**config.mk**
```make
export PLATFORM = sky130hd
export DESIGN_NAME = bilinear_fetch
export DESIGN_NICKNAME = d
export VERILOG_FILES = /design/src/rtl/bilinear_fetch.sv
export SDC_FILE = /design/constraint.sdc
export NUM_CORES = 1
export LEC_CHECK = 0
export CORE_MARGIN = 1.5
export CORE_UTILIZATION = 30
export CTS_CLUSTER_DIAMETER = 60
export DETAILED_ROUTE_END_ITERATION = 10
export PLACE_DENSITY = 0.46
export SYNTH_ARGS = -nofsm -noshare
export SYNTH_HDL_FRONTEND = slang
export SYNTH_SLANG_ARGS = --single-unit
```
**constraint.sdc**
```tcl
create_clock -name clk -period 23 [get_ports clk]
set_input_delay 2.3 -clock clk [delete_from_list [all_inputs] [get_ports clk]]
set_output_delay 2.3 -clock clk [all_outputs]
set_load 0.02 [all_outputs]
```
**src/rtl/bilinear_fetch.sv**
```systemverilog
// Raster-order bilinear neighbour fetch: four 1-cycle RAM reads per destination pixel, tuple out via valid/ready.
// out_valid rises 5 cycles after leaving IDLE/ADV; while out_ready is low the tuple holds and no reads are issued.
module bilinear_fetch #(
   parameter int DIM_W  = 10,
   parameter int ADDR_W = 20
) (
   input  logic              clk,
   input  logic              rst,
   input  logic              start,
   input  logic [DIM_W-1:0]  src_w,
   input  logic [DIM_W-1:0]  src_h,
   input  logic [DIM_W-1:0]  dst_w,
   input  logic [DIM_W-1:0]  dst_h,
   input  logic [15:0]       step_x,
   input  logic [15:0]       step_y,
   input  logic [ADDR_W-1:0] base_addr,
   output logic              mem_rd,
   output logic [ADDR_W-1:0] mem_addr,
   input  logic [7:0]        mem_rdata,
   output logic [7:0]        p00,
   output logic [7:0]        p10,
   output logic [7:0]        p01,
   output logic [7:0]        p11,
   output logic [15:0]       fx,
   output logic [15:0]       fy,
   output logic [DIM_W-1:0]  out_x,
   output logic [DIM_W-1:0]  out_y,
   output logic              out_valid,
   input  logic              out_ready,
   output logic              busy,
   output logic              done
);

   localparam int ACC_W = DIM_W + 8;
   localparam logic [DIM_W-1:0] ONE_D = 1;

   typedef enum logic [3:0] {IDLE, RD00, RD10, RD01, RD11, CAP, OUT, ADV, FIN} state_t;
   state_t state;

   logic [DIM_W-1:0]  src_w_r, src_h_r, dst_w_r, dst_h_r;
   logic [15:0]       step_x_r, step_y_r;
   logic [ADDR_W-1:0] base_r;
   logic [ACC_W-1:0]  acc_x, acc_y;

   logic [ACC_W-1:0]  acc_x_nxt, acc_y_nxt;
   logic [DIM_W-1:0]  sw, sh, ix, iy, lim_x, lim_y;
   logic [DIM_W-1:0]  x0, x1, y0, y1, rd_x, rd_y;
   logic [ADDR_W-1:0] base_sel, rd_addr;
   logic [2*DIM_W-1:0] row_off;
   logic              row_end, last_tuple;

   assign row_end    = (out_x == dst_w_r - ONE_D);
   assign last_tuple = row_end && (out_y == dst_h_r - ONE_D);

   // acc_*_nxt is the accumulator value the next read will use; RD00 is
   // addressed on the same edge that clears or advances the accumulators.
   always_comb begin
      acc_x_nxt = acc_x;
      acc_y_nxt = acc_y;
      if (state == IDLE) begin
         acc_x_nxt = '0;
         acc_y_nxt = '0;
      end else if (state == ADV) begin
         if (row_end) begin
            acc_x_nxt = '0;
            acc_y_nxt = acc_y + ACC_W'(step_y_r);
         end else begin
            acc_x_nxt = acc_x + ACC_W'(step_x_r);
         end
      end
   end

   assign sw       = (state == IDLE) ? src_w : src_w_r;
   assign sh       = (state == IDLE) ? src_h : src_h_r;
   assign base_sel = (state == IDLE) ? base_addr : base_r;

   assign ix    = acc_x_nxt[ACC_W-1:8];
   assign iy    = acc_y_nxt[ACC_W-1:8];
   assign lim_x = sw - ONE_D;
   assign lim_y = sh - ONE_D;
   assign x0    = (ix >= lim_x) ? lim_x : ix;
   assign x1    = (ix >= lim_x) ? lim_x : ix + ONE_D;
   assign y0    = (iy >= lim_y) ? lim_y : iy;
   assign y1    = (iy >= lim_y) ? lim_y : iy + ONE_D;

   always_comb begin
      rd_x = x0;
      rd_y = y0;
      case (state)
         RD00: begin rd_x = x1; rd_y = y0; end
         RD10: begin rd_x = x0; rd_y = y1; end
         RD01: begin rd_x = x1; rd_y = y1; end
         default: begin rd_x = x0; rd_y = y0; end
      endcase
   end

   assign row_off = {{DIM_W{1'b0}}, rd_y} * {{DIM_W{1'b0}}, sw};
   assign rd_addr = base_sel + ADDR_W'(row_off) + ADDR_W'(rd_x);

   always_ff @(posedge clk) begin
      if (rst) begin
         state     <= IDLE;
         src_w_r   <= '0;
         src_h_r   <= '0;
         dst_w_r   <= '0;
         dst_h_r   <= '0;
         step_x_r  <= '0;
         step_y_r  <= '0;
         base_r    <= '0;
         acc_x     <= '0;
         acc_y     <= '0;
         mem_rd    <= 1'b0;
         mem_addr  <= '0;
         p00       <= '0;
         p10       <= '0;
         p01       <= '0;
         p11       <= '0;
         fx        <= '0;
         fy        <= '0;
         out_x     <= '0;
         out_y     <= '0;
         out_valid <= 1'b0;
         busy      <= 1'b0;
         done      <= 1'b0;
      end else begin
         done   <= 1'b0;
         mem_rd <= 1'b0;
         case (state)
            IDLE: begin
               if (start) begin
                  src_w_r  <= src_w;
                  src_h_r  <= src_h;
                  dst_w_r  <= dst_w;
                  dst_h_r  <= dst_h;
                  step_x_r <= step_x;
                  step_y_r <= step_y;
                  base_r   <= base_addr;
                  acc_x    <= '0;
                  acc_y    <= '0;
                  out_x    <= '0;
                  out_y    <= '0;
                  busy     <= 1'b1;
                  if (dst_w == '0 || dst_h == '0) begin
                     state <= FIN;
                  end else begin
                     mem_rd   <= 1'b1;
                     mem_addr <= rd_addr;
                     state    <= RD00;
                  end
               end
            end
            RD00: begin
               mem_rd   <= 1'b1;
               mem_addr <= rd_addr;
               state    <= RD10;
            end
            RD10: begin
               p00      <= mem_rdata;
               mem_rd   <= 1'b1;
               mem_addr <= rd_addr;
               state    <= RD01;
            end
            RD01: begin
               p10      <= mem_rdata;
               mem_rd   <= 1'b1;
               mem_addr <= rd_addr;
               state    <= RD11;
            end
            RD11: begin
               p01   <= mem_rdata;
               state <= CAP;
            end
            CAP: begin
               p11       <= mem_rdata;
               fx        <= {8'h00, acc_x[7:0]};
               fy        <= {8'h00, acc_y[7:0]};
               out_valid <= 1'b1;
               state     <= OUT;
            end
            OUT: begin
               if (out_ready) begin
                  out_valid <= 1'b0;
                  state     <= ADV;
               end
            end
            ADV: begin
               acc_x <= acc_x_nxt;
               acc_y <= acc_y_nxt;
               if (row_end) begin
                  out_x <= '0;
                  out_y <= out_y + ONE_D;
               end else begin
                  out_x <= out_x + ONE_D;
               end
               if (last_tuple) begin
                  state <= FIN;
               end else begin
                  mem_rd   <= 1'b1;
                  mem_addr <= rd_addr;
                  state    <= RD00;
               end
            end
            FIN: begin
               done  <= 1'b1;
               busy  <= 1'b0;
               state <= IDLE;
            end
            default: state <= IDLE;
         endcase
      end
   end

endmodule

```
# Yosys cells after proc, flatten, opt, wreduce, memory -nomap -nowiden
# Cells that the tools add are included.
[classes]
n_addsub = 12
n_mul = 1
order_cmp = 2
eq_ne = 15
muxes = 41
reduce_logical = 21
[op_table]
columns = ["operator", "count"]
rows = [
  ["$mux W18", 7],
  ["$mux W10", 11],
  ["$mux W20", 4],
  ["$pmux W18 S2", 2],
  ["$pmux W20 S3", 1],
  ["$add A10 B1 Y10 const B", 4],
  ["$pmux W10 S2", 2],
  ["$sub A10 B1 Y10 const B", 4],
  ["$add A18 B16 Y18", 2],
  ["$pmux W4 S8", 1],
  ["$add A20 B10 Y20", 1],
  ["$add A20 B20 Y20", 1],
  ["$eq A10 B10 Y1", 2],
  ["$ge A10 B10 Y1", 2],
  ["$logic_not A10 Y1", 2],
  ["$mul A10 B10 Y20", 1],
  ["$eq A4 B3 Y1 const B", 4],
  ["$mux W4", 4],
  ["$ne A2 B2 Y1 const B", 5],
  ["$reduce_and A2 Y1", 5],
  ["$eq A4 B2 Y1 const B", 2],
  ["$reduce_bool A2 Y1", 4],
  ["$mux W1", 6],
  ["$reduce_and A3 Y1", 2],
  ["11 further kinds", 13],
]
[word_totals]
reg_bits = 224
inputBits = 104
out_inout_bits = 108
wordCells = 116

# Depth between registers and ports, before layout
[depth]
ltp_word = 14
mapped_depth = 44
mapped_depth_nobuf = 41

# Worst setup path before layout
# OpenSTA, ideal clock, no wires.
[synth_path]
path_type = "register -> register"
from = "register state[3]"
to = "register mem_addr[19]"
setup_ns = 0.128
t_arrival_ns = 9.781
t_required_ns = 22.872
slack_ns = 13.092
stages_incl_launch_ff = 40
n_path_buf = 7
synth_period_minus_slack_ns = 9.908
cell_sequence = "dfxtp_1 > clkbuf_1 > nor4_1 > clkbuf_1 > buf_1 > clkbuf_1 > buf_1 > mux2i_1 > ha_1 > ha_1 > a21o_1 > a21o_1 > a21o_1 > a2111oi_0 > o31a_1 > or2_2 > clkbuf_1 > buf_1 > [4 not listed] > inv_1 > fa_1 > inv_1 > fa_1 > fa_1 > inv_1 > fa_1 > inv_1 > ha_1 > nor2b_1 > o21a_1 > nor2_1 > nor2b_1 > and4_1 > o31a_1 > xnor2_1 > mux2i_1 > nor2_1"
[synth_via]
elab_chain_len = 12
elab_cells_between_ends = 39
classes_between = "6 x add/sub; 1 x mul; 2 x order compare; 7 x eq/ne; 17 x mux; 6 x reduce/logical"
[synth_rtl]
columns = ["item", "line", "source"]
rows = [
  ["from (decl)", "38", "state_t state;"],
  ["from (signal assigned)", "102", "state <= IDLE;"],
  ["from (signal assigned)", "144", "state <= FIN;"],
  ["from (signal assigned)", "148", "state <= RD00;"],
  ["$logic_not A4 Y1 / $eq A4 B3 Y1 (equally long branches)", "-", ""],
  ["$mux W10 / $mux W18 (equally long branches)", "74, 63", ""],
  ["$sub A10 B1 Y10 / $mux W18 (equally long branches)", "80, 60", ""],
  ["$ge A10 B10 Y1 / $add A10 B1 Y10 (equally long branches)", "83, 84", ""],
  ["$mux W10 (on tied branches)", "83, 84", ""],
  ["$mux W10", "89", "case (state)"],
  ["$mul A10 B10 Y20", "97", "assign row_off = {{DIM_W{1'b0}}, rd_y} * {{DIM_W{1'b0}}, sw};"],
  ["$add A20 B20 Y20", "98", "assign rd_addr = base_sel + ADDR_W'(row_off) + ADDR_W'(rd_x);"],
  ["$add A20 B10 Y20", "98", ""],
  ["$mux W20", "143", "if (dst_w == '0 || dst_h == '0) begin"],
  ["$mux W20", "130", "if (start) begin"],
  ["$pmux W20 S3", "128", "case (state)"],
  ["to (signal assigned)", "147", "mem_addr <= rd_addr;"],
  ["to (signal assigned)", "154", "mem_addr <= rd_addr;"],
  ["to (signal assigned)", "160", "mem_addr <= rd_addr;"],
  ["to (decl)", "18", "output logic [ADDR_W-1:0] mem_addr,"],
]
# Parallel ways exist; a longest one is shown, timed or not. The select of a mux whose other input is x is not followed.
# A chain may end at the register's enable or synchronous reset.

# Worst setup path in the final report
[layout_path]
from = "register dst_w_r[0]"
to = "register mem_addr[18]"
[layout_via]
elab_chain_len = 14
elab_cells_between_ends = 28
classes_between = "5 x add/sub; 1 x mul; 2 x order compare; 2 x eq/ne; 16 x mux; 2 x reduce/logical"
[layout_rtl]
columns = ["item", "line", "source"]
rows = [
  ["from (decl)", "40", "logic [DIM_W-1:0] src_w_r, src_h_r, dst_w_r, dst_h_r;"],
  ["from (signal assigned)", "133", "dst_w_r <= dst_w;"],
  ["$sub A10 B1 Y10 *", "52", "assign row_end = (out_x == dst_w_r - ONE_D);"],
  ["$eq A10 B10 Y1 *", "52", ""],
  ["$mux W18", "64", "if (row_end) begin"],
  ["$mux W18", "63", "end else if (state == ADV) begin"],
  ["$mux W18", "60", "if (state == IDLE) begin"],
  ["$add A10 B1 Y10 / $ge A10 B10 Y1 (equally long branches)", "84, 83", ""],
  ["$mux W10 (on tied branches)", "84, 83", ""],
  ["$mux W10", "89", ""],
  ["$mul A10 B10 Y20", "97", ""],
  ["$add A20 B20 Y20", "98", ""],
  ["$add A20 B10 Y20", "98", ""],
  ["$mux W20", "143", ""],
  ["$mux W20", "130", ""],
  ["$pmux W20 S3", "128", ""],
]
# Every way passes the cells marked *; elsewhere a longest branch is shown, timed or not. The select of a mux whose other input is x is not followed.

==> results.cfg <==
[status]
status = completed

[timing]
setup_viol = 0
worst_pin_slew_ns = 1.16
slew_viol_final = 0
fin_tns_setup_ns = 0
slew_headroom = 0.221
finalCritPeriodShare = 0.475
whs_ns = 0.452
period_needed_ns = 10.93
rsz0062_at_grt = false
worst_clock_skew_ns = 0.0155
max_freq_ghz = 0.0915
hold_violations = 0

[clock_network]
postCtsSetupRepairBufs = 0
hold_buffers = 0
cts_made_buffers = 35
cts_tree = built
clock_path_buffers = 3
htree_num_levels = 2
clk_pin_slew_ns = 0.06
insertion_delay_ns = 0.54
cts-root-buf = clkbuf_16
postCtsResizedCells = 0
numClockSinks = 224

[synth]
synth.top_cell.area_share = 0.272
ys_types = 76
syn_area_um2 = 16500
avgSynthCellArea_um2 = 7.88
synth_most_common_cell = nand2_1
async_reset_ff_frac = 0
synth_edf_count = 0
ys_top_cells_by_count = 435 x nand2_1, 224 x dfxtp_1, 207 x a21oi_1
synth-seq-cells = 224
syn_inst = 2090
yosysSeqAreaShare = 0.272
yosysTopAreaCell = dfxtp_1
synthTopCellsByArea = dfxtp_1 27%, fa_1 11%, nand2_1 9.9%
synth_warnings = 0
ys.flop_type = dfxtp_1

[detailed_routing]
viasPerCell = 4.98
drt-initial-drc-count = 724
drtAntennaViolNets = 0
drc_errors = 0
wl_per_cell_um = 16.9
wl_mm = 50.2
dr.pass1.iters = 5
via_count = 14731

[critical_path]
critPathSlowestCell = mux2i_1
worstPathMaxFanout = 15
worstPathRequired_ns = 23.39
critical_path_arrival_ns = 11.32
critPathLaunchType = flip-flop
endpoint_kind = flip-flop
path_class = reg -> reg
worst_path_largest_cell_delay_ns = 0.90

[power]
fin_total_pwr_w = 0.00141
p_leak_nw = 8.39
internal_power_w = 0.000900
p_comb_frac = 0.320
p_sw_frac = 0.359
pwr-share-seq = 0.318
pwr-share-clk = 0.362
irDropWorstVdd_uv = 45.0
power.switching_w = 0.000505
power_density_nw_per_um2 = 70.0

[layout]
layout.nets = 2549
drive_gt1_frac = 0.0517
final_util = 0.372
antennaDiodeCount = 0
syn2layout_area_growth_pct = 21.9
n_fill_cell = 5640

[floorplanning]
dieWidth_um = 237
die_y_um = 237
fp-row-count = 85
initial_core_util = 0.305
core_um2 = 54000
io_pins = 212
dieArea_um2 = 56300

[place]
port_buffers = 195
gp_congestion = 0.841
post-dp-hpwl_mm = 37.3

[job]
maxCapViolCount = 0

[global_routing]
grt_max_degree = 134
grt_usage = 0.179
antenna_found_initial = 0
grt-ovfl-total = 0
grt_pass1_wl_mm = 80.3
grt_pass1_vias = 14429

[min_path]
hp-class = reg -> reg
## registers in the layout, indices dropped and copies added (netlist names)
register	count
mem_addr	20
out_y	10
mem_rd	1
done	1
dst_h_r	10
fy	8
out_valid	1
step_x_r	16
busy	1
p10	8
p11	8
p01	8
acc_y	18
state	4
src_w_r	10
step_y_r	16
acc_x	18
fx	8
base_r	20
p00	8
src_h_r	10
dst_w_r	10
out_x	10
## final timing paths
path	from	to	slack, ns	depth (start not counted)
worst min register to register	base_r[19]$_SDFFE_PP0P_	base_r[19]$_SDFFE_PP0P_	0.45	2
worst min-delay path	base_r[19]$_SDFFE_PP0P_	base_r[19]$_SDFFE_PP0P_	0.45	2
worst max-delay path	dst_w_r[0]$_SDFFE_PP0P_	mem_addr[18]$_SDFFE_PP0P_	12.07	36
worst max register to register	dst_w_r[0]$_SDFFE_PP0P_	mem_addr[18]$_SDFFE_PP0P_	12.07	36
## stage by stage
stage,setup WS (ns),area [um2],std cells
floorplan,13.09,16500,2105
global placement,12.11,19000,2901
detailed placement,11.90,19000,2901
CTS,12.16,20100,2959
global route,11.53,20100,2959
finish,12.07,20100,2959
## critical path: cells and delay by family (launching register included)
family	cells	cell delay [ns]
flops	1	0.39
buf+inv	3	0.18
mux	3	1.45
compound gates	12	3.65
xor+xnor	1	0.07
fa+ha+maj	8	2.97
simple gates	9	2.05
## area by class of cell
type / instances / area, um2 / area share
tap: 696 / 871 / 0.0434
multi-input combinational: 1633 / 11100 / 0.551
sequential: 224 / 4480 / 0.223
clock buffer: 43 / 916 / 0.0456
inverter: 140 / 526 / 0.0262
timing repair buffer: 208 / 2050 / 0.102
clock inverter: 15 / 161 / 0.00804
## layout by cell type (no fill, tap or decap), types with 8 or more instances in the layout
master | netlist | final
a22oi_1 | 13 | 13
xor2_1 | 31 | 31
nand2_1 | 435 | 434
nor4_1 | 15 | 14
nand3b_1 | 8 | 8
a31oi_1 | 10 | 10
nor2_1 | 182 | 181
clkdlybuf4s50_1 | 0 | 194
dfxtp_1 | 224 | 224
and3_1 | 17 | 17
ha_1 | 109 | 109
fa_1 | 94 | 94
conb_1 | 1 | 16
mux2i_1 | 59 | 59
a21o_1 | 20 | 20
nor3_1 | 55 | 54
buf_4 | 17 | 13
o21ai_0 | 48 | 48
nor2b_1 | 10 | 10
o21a_1 | 15 | 15
and2_1 | 17 | 16
clkbuf_16 | 0 | 35
mux2_2 | 14 | 14
xnor2_1 | 63 | 63
nand3_1 | 35 | 35
a21oi_1 | 207 | 206
or2_2 | 14 | 14
nand2b_1 | 22 | 22
inv_1 | 140 | 140
or3_1 | 12 | 12
## layer usage
layer / track usage / part of all wire / wire, um
met4: 0.0492 / 0.020 / 989
met5: 0 / 0 / 0
met1: 0.241 / 0.47 / 23600
met3: 0.0264 / 0.041 / 2060
met2: 0.299 / 0.47 / 23500
## power groups by stage
stage	Sequential, W	Combinational, W	Clock (W)
after floorplan	0.000461	0.000295	0
after global placement	0.000454	0.000451	0
after detailed placement	0.000455	0.000454	0
after CTS	0.000447	0.000456	0.000528
after global routing	0.000452	0.000503	0.000543
final	0.000447	0.000449	0.000509
## cells by family after synthesis
| group | Yosys count | synth area share |
|---|---|---|
| muxes | 73 | 0.0454 |
| adders and majority gates | 203 | 0.197 |
| buffers and inverters | 248 | 0.0616 |
| other | 1 | 0.000228 |
| DFF | 224 | 0.272 |
| xor gates and xnor gates | 94 | 0.0500 |
| and+or+nand+nor | 858 | 0.230 |
| AOI/OAI and AO/OA | 389 | 0.144 |
Note: power is estimated with default switching activity, not from simulation.
